<file path="config.mk">
export PLATFORM = sky130hd
export DESIGN_NAME = rom_ram_copier_flat
export DESIGN_NICKNAME = d
export VERILOG_FILES = /design/src/rtl/rom_ram_copier_if.sv /design/src/rtl/rom_ram_copier.sv /design/src/flat_wrapper.sv
export SDC_FILE = /design/constraint.sdc
export NUM_CORES = 1
export LEC_CHECK = 0
export BUFFER_PORTS_ARGS = -buffer_cell sky130_fd_sc_hd__buf_2
export CORE_MARGIN = 4
export CORE_UTILIZATION = 47
export DETAILED_ROUTE_END_ITERATION = 8
export PLACE_DENSITY = 0.77
export SLEW_MARGIN = 5
export SYNTH_ARGS = -nofsm -noshare
export SYNTH_HDL_FRONTEND = slang
export SYNTH_SLANG_ARGS = --single-unit
</file>
<file path="constraint.sdc">
create_clock -name clk -period 2.05 [get_ports clk]
set_input_delay 0 -clock clk [delete_from_list [all_inputs] [get_ports clk]]
set_output_delay 0 -clock clk [all_outputs]
set_load 0.02 [all_outputs]
</file>
<file path="src/rtl/rom_ram_copier_if.sv">
// Bus bundle between the copier and the lab ROM/RAM plus its start/done front end.
`timescale 1ns/1ps
interface rom_ram_copier_if #(
    parameter int ADDR_W = 3,
    parameter int DATA_W = 4
);
    logic              start;
    logic [ADDR_W-1:0] rom_addr;
    logic [DATA_W-1:0] rom_data;
    logic [ADDR_W-1:0] ram_addr;
    logic [DATA_W-1:0] ram_din;
    logic              ram_we;
    logic [DATA_W-1:0] ram_dout;
    logic              busy;
    logic              done;
    logic              pass;
    logic [ADDR_W:0]   err_cnt;

    modport master (
        input  start, rom_data, ram_dout,
        output rom_addr, ram_addr, ram_din, ram_we, busy, done, pass, err_cnt
    );

    modport slave (
        output start, rom_data, ram_dout,
        input  rom_addr, ram_addr, ram_din, ram_we, busy, done, pass, err_cnt
    );
endinterface

</file>
<file path="src/rtl/rom_ram_copier.sv">
// Copies every ROM word (XOR MASK) into RAM, then reads RAM back against ROM and counts mismatches.
// state  | meaning
// IDLE   | waiting for start, buses parked at 0
// COPY   | write rom_data^MASK to RAM at idx
// VERIFY | compare RAM against rom_data^MASK at idx
// DONE   | one-cycle done pulse, latch pass
`timescale 1ns/1ps
module rom_ram_copier #(
    parameter int                ADDR_W = 3,
    parameter int                DATA_W = 4,
    parameter logic [DATA_W-1:0] MASK   = '0
) (
    input  logic             clk,
    input  logic             rst_n,
    rom_ram_copier_if.master bus
);
    localparam int                DEPTH    = 2 ** ADDR_W;
    localparam logic [ADDR_W-1:0] IDX_LAST = ADDR_W'(DEPTH - 1);
    localparam logic [ADDR_W:0]   ERR_MAX  = (ADDR_W + 1)'(DEPTH);

    typedef enum logic [1:0] {S_IDLE, S_COPY, S_VERIFY, S_DONE} state_t;

    state_t            state_q, state_d;
    logic [ADDR_W-1:0] idx_q, idx_d;
    logic [ADDR_W:0]   err_cnt_q, err_cnt_d;
    logic              pass_q, pass_d;
    logic [ADDR_W-1:0] addr_s;
    logic [DATA_W-1:0] din_s;
    logic [DATA_W-1:0] exp_s;
    logic              we_s;

    assign exp_s = bus.rom_data ^ MASK;

    always_ff @(posedge clk or negedge rst_n) begin
        if (!rst_n) begin
            state_q   <= S_IDLE;
            idx_q     <= '0;
            err_cnt_q <= '0;
            pass_q    <= 1'b0;
        end else begin
            state_q   <= state_d;
            idx_q     <= idx_d;
            err_cnt_q <= err_cnt_d;
            pass_q    <= pass_d;
        end
    end

    always_comb begin
        state_d   = state_q;
        idx_d     = idx_q;
        err_cnt_d = err_cnt_q;
        pass_d    = pass_q;
        addr_s    = '0;
        din_s     = '0;
        we_s      = 1'b0;
        case (state_q)
            S_IDLE: begin
                if (bus.start) begin
                    state_d   = S_COPY;
                    idx_d     = '0;
                    err_cnt_d = '0;
                    pass_d    = 1'b0;
                end
            end
            S_COPY: begin
                addr_s = idx_q;
                din_s  = exp_s;
                we_s   = 1'b1;
                idx_d  = idx_q + 1'b1;
                if (idx_q == IDX_LAST) state_d = S_VERIFY;
            end
            S_VERIFY: begin
                addr_s = idx_q;
                // saturation keeps the counter inside ADDR_W+1 bits
                if ((bus.ram_dout != exp_s) && (err_cnt_q != ERR_MAX)) begin
                    err_cnt_d = err_cnt_q + 1'b1;
                end
                idx_d = idx_q + 1'b1;
                if (idx_q == IDX_LAST) state_d = S_DONE;
            end
            S_DONE: begin
                pass_d  = (err_cnt_q == '0);
                state_d = S_IDLE;
            end
            default: state_d = S_IDLE;
        endcase
    end

    assign bus.rom_addr = addr_s;
    assign bus.ram_addr = addr_s;
    assign bus.ram_din  = din_s;
    assign bus.ram_we   = we_s;
    assign bus.busy     = (state_q == S_COPY) || (state_q == S_VERIFY);
    assign bus.done     = (state_q == S_DONE);
    assign bus.pass     = pass_q;
    assign bus.err_cnt  = err_cnt_q;
endmodule

</file>
<file path="src/flat_wrapper.sv">
// flat-port wrapper written by rule: the top's interface ports become plain ports
module rom_ram_copier_flat 
#(
    parameter int                ADDR_W = 3,
    parameter int                DATA_W = 4,
    parameter logic [DATA_W-1:0] MASK   = '0
)
  (clk, rst_n, bus_start, bus_rom_data, bus_ram_dout, bus_rom_addr, bus_ram_addr, bus_ram_din, bus_ram_we, bus_busy, bus_done, bus_pass, bus_err_cnt);
  rom_ram_copier_if #(.ADDR_W(ADDR_W), .DATA_W(DATA_W)) bus_i ();
  input  logic clk;
  input  logic rst_n;
  input wire logic [$bits(bus_i.start)-1:0] bus_start;
  input wire logic [$bits(bus_i.rom_data)-1:0] bus_rom_data;
  input wire logic [$bits(bus_i.ram_dout)-1:0] bus_ram_dout;
  output wire logic [$bits(bus_i.rom_addr)-1:0] bus_rom_addr;
  output wire logic [$bits(bus_i.ram_addr)-1:0] bus_ram_addr;
  output wire logic [$bits(bus_i.ram_din)-1:0] bus_ram_din;
  output wire logic [$bits(bus_i.ram_we)-1:0] bus_ram_we;
  output wire logic [$bits(bus_i.busy)-1:0] bus_busy;
  output wire logic [$bits(bus_i.done)-1:0] bus_done;
  output wire logic [$bits(bus_i.pass)-1:0] bus_pass;
  output wire logic [$bits(bus_i.err_cnt)-1:0] bus_err_cnt;
  assign bus_i.start = bus_start;
  assign bus_i.rom_data = bus_rom_data;
  assign bus_i.ram_dout = bus_ram_dout;
  assign bus_rom_addr = bus_i.rom_addr;
  assign bus_ram_addr = bus_i.ram_addr;
  assign bus_ram_din = bus_i.ram_din;
  assign bus_ram_we = bus_i.ram_we;
  assign bus_busy = bus_i.busy;
  assign bus_done = bus_i.done;
  assign bus_pass = bus_i.pass;
  assign bus_err_cnt = bus_i.err_cnt;
  rom_ram_copier #(.ADDR_W(ADDR_W), .DATA_W(DATA_W), .MASK(MASK)) u_core (.clk(clk), .rst_n(rst_n), .bus(bus_i));
endmodule
</file>
# Word-level counts from Yosys, hierarchy flattened
# Index checks and enable logic that the tools add are counted.
[totals]
register_bits = 10
latchBits = 0
ram_bits = 0
romBits = 0
inputBits = 11
output_inout_bits = 18
elab_cells = 42
memories = 0
[op_classes]
addsub = 2
n_mul = 0
div = 0
magnitude_cmp = 0
eq_ne = 10
n_shift = 0
mux = 14
bitwise = 0
n_reduce_logical = 12
[ops]
columns = ["op", "count"]
rows = [
  ["$mux 4", 3],
  ["$pmux 2 s4", 1],
  ["$pmux 4 s2", 1],
  ["$mux 2", 3],
  ["$mux 3", 2],
  ["$ne 2x1->1 const B", 3],
  ["$pmux 3 s2", 1],
  ["$reduce_and 3->1", 2],
  ["$reduce_bool 2->1", 3],
  ["$add 4x1->4 const B", 1],
  ["$eq 2x2->1 const B", 2],
  ["$logic_not 4->1", 1],
  ["$ne 4x4->1", 1],
  ["$ne 4x4->1 const B", 1],
  ["$reduce_and 2->1", 2],
  ["$add 3x1->3 const B", 1],
  ["$eq 3x3->1 const B", 1],
  ["$eq 2x1->1 const B", 1],
  ["$logic_not 2->1", 1],
  ["$mux 1", 2],
  ["$ne 2x2->1 const B", 1],
  ["$pmux 1 s2", 1],
  ["$reduce_or 2->1", 1],
  ["$logic_and 1x1->1", 1],
  ["$logic_or 1x1->1", 1],
]

# Longest topological paths before layout
[logic_depth]
word_depth = 4
mapped_depth = 7
ltp_nobuf = 6

# Least setup slack after synthesis
# Ideal clock, no wire load.
[synth_timing]
kind = "reg2reg"
start = "reg u_core.state_q[0]"
end = "reg u_core.err_cnt_q[0], in the netlist u_core.bus.err_cnt[0]"
setup_time_ns = 0.126
t_arrival_ns = 1.494
required_ns = 1.924
path_slack_ns = 0.430
stages_incl_launch_ff = 8
path_buffers = 1
synth_period_minus_slack_ns = 1.620
path_cell_list = "dfrtp_1 -> inv_1 -> ha_1 -> nand2b_2 -> buf_6 -> and3_1 -> and3_1 -> a221o_1"
[synth_between]
elab_chain_cells = 3
word_cells_on_any_way = 7
cone_classes = "3 x eq/ne; 1 x mux; 3 x reduce/logical"
[synth_lines]
columns = ["item", "line_no", "rtl"]
rows = [
  ["start, declared", "rom_ram_copier.sv:23", "state_t state_q, state_d;"],
  ["start signal, assigned", "rom_ram_copier.sv:41", "state_q <= state_d;"],
  ["$eq 2x2->1 or $logic_not 2->1 (tied branches)", "rom_ram_copier.sv:56", "case (state_q)"],
  ["$ne 2x1->1 (no line) (tied with other cells)", "--", ""],
  ["$reduce_and 3->1 (no line)", "--", ""],
  ["end signal, assigned", "rom_ram_copier.sv:43", "err_cnt_q <= err_cnt_d;"],
  ["end, declared", "rom_ram_copier.sv:25", "logic [ADDR_W:0] err_cnt_q, err_cnt_d;"],
]
# Several ways; a longest one is shown, not always the timed one.
# A chain may end at the register's enable or synchronous reset.

# Worst setup path in the final report
[layout_timing]
start = "reg u_core.state_q[0]"
end = "reg u_core.err_cnt_q[3], in the netlist u_core.bus.err_cnt[3]"
# Same word-level chain as after synthesis.

==> summary.txt <==
Status
  – Status: complete, no violations

Timing
  – Fin. max-slew vios: 0
  – Worst-margin pin slew: 339 ps
  – Minimum clock period after layout: 1730 ps
  – FMAX: 0.577 GHz
  – Final Setup Violations: 0
  – Final period util: 84.5%
  – Final hold vios: 0
  – Fin Setup TNS: 0 ps
  – Worst Skew: 6.85 ps
  – Worst setup margin: 318 ps
  – Unrepaired setup endpoints after global routing: false
  – Rel. slew slack: 76.9%

Route
  – # DRC: 0
  – Drt initial violations: 6
  – Routed Antenna Nets: 0
  – Vias per cell: between 5 and 6
  – Total number of vias: 658
  – TritonRoute pass-1 iters: 3
  – Wirelength, routed: 1510 um
  – WL/cell: 12.0 um

Worst setup path
  – Worst Setup SP: u_core.state_q[0]$_DFFE_PN0P_
  – CP Launch Type: flop
  – Slowest library cell on the worst path: dfrtp_1
  – Crit path cell chain: inv_1, ha_1, mux2i_2, nor2_1, and3_1, nor3_1
  – Worst endpoint required time: 2240 ps
  – Type of the worst setup path: flop to flop
  – CP max stage delay: around 400 ps
  – Crit Reg-Reg Startpoint: u_core.state_q[0]$_DFFE_PN0P_
  – Crit Path Max Fanout: 7
  – CP Capture Type: flop
  – Critical path arrival: 1920 ps

Final layout
  – Nets@finish: 130
  – Finished Layout Cells: 126
  – Share of layout cells above drive strength 1: 33.6%
  – FILL cells: 133
  – Leading cell types in the layout, fill and taps excluded: buf_2 (28), dfrtp_1 (10), and2_1 (8), ha_1 (8), o21ai_0 (7)
  – Number of diodes: 0
  – Final Instance Area: approximately 930 um^2
  – P&R area growth vs syn: 21.3%
  – Most common cell after layout, fill and taps aside: buf_2

Synthesis
  – Synth unique cells: 30
  – Number of synthesized register bits: 10
  – Avg Synthesized Cell Area: 9.29 um^2
  – Synthesized area: roughly 770 um^2
  – Sequential share of the synthesized area: 32.5%
  – Mapped Cells: 83
  – Ys Warns: 0
  – Syn Nets: 102

Global routing
  – First-pass GRT wire length: 2530 um
  – GRT Util Overall: 13.1%
  – Global route overflow: 0
  – Antenna violations before repair: 0
  – Largest net degree at the start of global routing: 11
  – Vias in the first global route: ~610

Power and ir drop
  – Pwr per Cell Area: 1700 nW/um^2
  – Max VDD drop: 958 uV
  – P_leak: 0.491 nW

Placement
  – Place WS: 306 ps
  – Post-DP Area: 888 um^2
  – Placed Cells: approximately 120
  – Count of buffers from port buffering: 28
  – GPL Wtd Cong: roughly 0.76
  – Detailed placement HPWL: 1190 um

Clocking
  – TritonCTS clock tree: yes
  – Worst-path clk slew: 70 ps
  – H-Tree Depth: 1
  – Total CTS buffers: 3
  – Clock root buffer: clkbuf_4
  – Post-CTS sizing: 0
  – Clk sinks: 10
  – Max clock buf depth: 2
  – Clk_lat worst skew: 270 ps

Die
  – Die span in x: 48.5 um
  – Chip height: just under 50 um
  – Row cnt: 14
  – Full die area: 2350 um^2
  – I/O pin count: 29
  – Initial Util: 50.6%
  – Core area: 1520 um^2

Job
  – Max_cap viols: 0

Hold path
  – Hold/Removal Path Class: primary input to flop
  – Worst min-delay path startpoint: bus_start
-- path summary, 6_finish.rpt --
path / to / slack (ps) / cells after the start
max in group asynchronous: u_core.state_q[1]$_DFFE_PN0P_ / 1730 / 2
setup / recovery: u_core.bus.err_cnt[3]$_DFFE_PN0P_ / 320 / 6
hold / removal: u_core.idx_q[2]$_DFFE_PN0P_ / 20 / 3
setup reg to reg: u_core.bus.err_cnt[3]$_DFFE_PN0P_ / 320 / 6
hold reg to reg: u_core.idx_q[1]$_DFFE_PN0P_ / 520 / 1
min in group asynchronous: u_core.bus.pass$_DFFE_PN0P_ / 110 / 2
-- per-layer routing --
metal / vias to the layer above / GRT usage, % / routed length, um
li1: 342 / - / -
met1: 301 / 15.5 / 696
met3: 2 / 5.21 / 81
met5: - / 0 / 0
met2: 13 / 21.5 / 728
met4: 0 / 4.04 / 8
-- worst max-delay path: cells and delay by family, from the launching register on --
kind | cells | cell delay [ps]
simple gates | 3 | 460
flops | 1 | 400
mux | 1 | 400
fa+ha+maj | 1 | 300
buf+inv | 1 | 110
-- area by class of cell --
type	count	area, um^2	share of cell area (%)
clock buffers	4	36.3	3.88
inverters	6	22.5	2.41
multi-input cells	61	455	48.7
flip-flops and latches	10	250	26.8
well taps	16	20.0	2.14
repair buffers	29	150	16.1
-- flip-flops by register name (all words and copies together) (netlist names) --
register,count
u_core.idx_q,3
u_core.state_q,2
u_core.bus.err_cnt,4
u_core.bus.pass,1
-- synthesized netlist by cell type (all sizes together) --
library cell,instances,area [um^2]
dfrtp,10,250
and2,8,50.1
ha,8,100
o21ai,7,35.0
inv,6,22.5
buf,5,38.8
nand2,5,18.8
a21oi,4,20.0
xnor2,4,35.0
and3,3,18.8
mux2i,3,33.8
nand3,3,15.0
mux2,2,22.5
nand2b,2,15.0
nor2,2,7.51
a211oi,1,7.51
a221o,1,10.0
a31o,1,8.76
a32o,1,10.0
a32oi,1,8.76
clkbuf,1,3.75
nand3b,1,7.51
nand4,1,6.26
nand4bb,1,11.3
nor3,1,5.00
o221ai,1,8.76
-- cells by family after synthesis --
kind of cell	after synthesis	share of synthesized area, %
AOI/OAI and AO/OA	17	14.1
xor gates and xnor gates	4	4.54
adders and majority gates	8	13.0
buffers and inverters	12	8.44
DFF	10	32.5
muxes	5	7.30
and+or+nand+nor	27	20.1
-- report_power, final --
part,internal [W],switching [W]
clock network,0.000108,0.0000712
registers,0.000288,0.0000857
logic,0.000426,0.000610
-- repair_timing --
item / in CTS / in global routing
buffers inserted: 0 / 0
hold buffers: 1 / 0
hold endpoints to repair: 10 / 0
-- metrics by stage --
stage	utilization, %	hold slack [ps]	power (W)
floorplan	-	-296	0.00122
global placement	58.3	-124	0.00140
detailed placement	58.3	-124	0.00142
CTS	61.3	5.70	0.00161
global route	61.3	29.7	0.00174
finish	61.3	23.3	0.00159
Power figures use the tool's default switching activity.
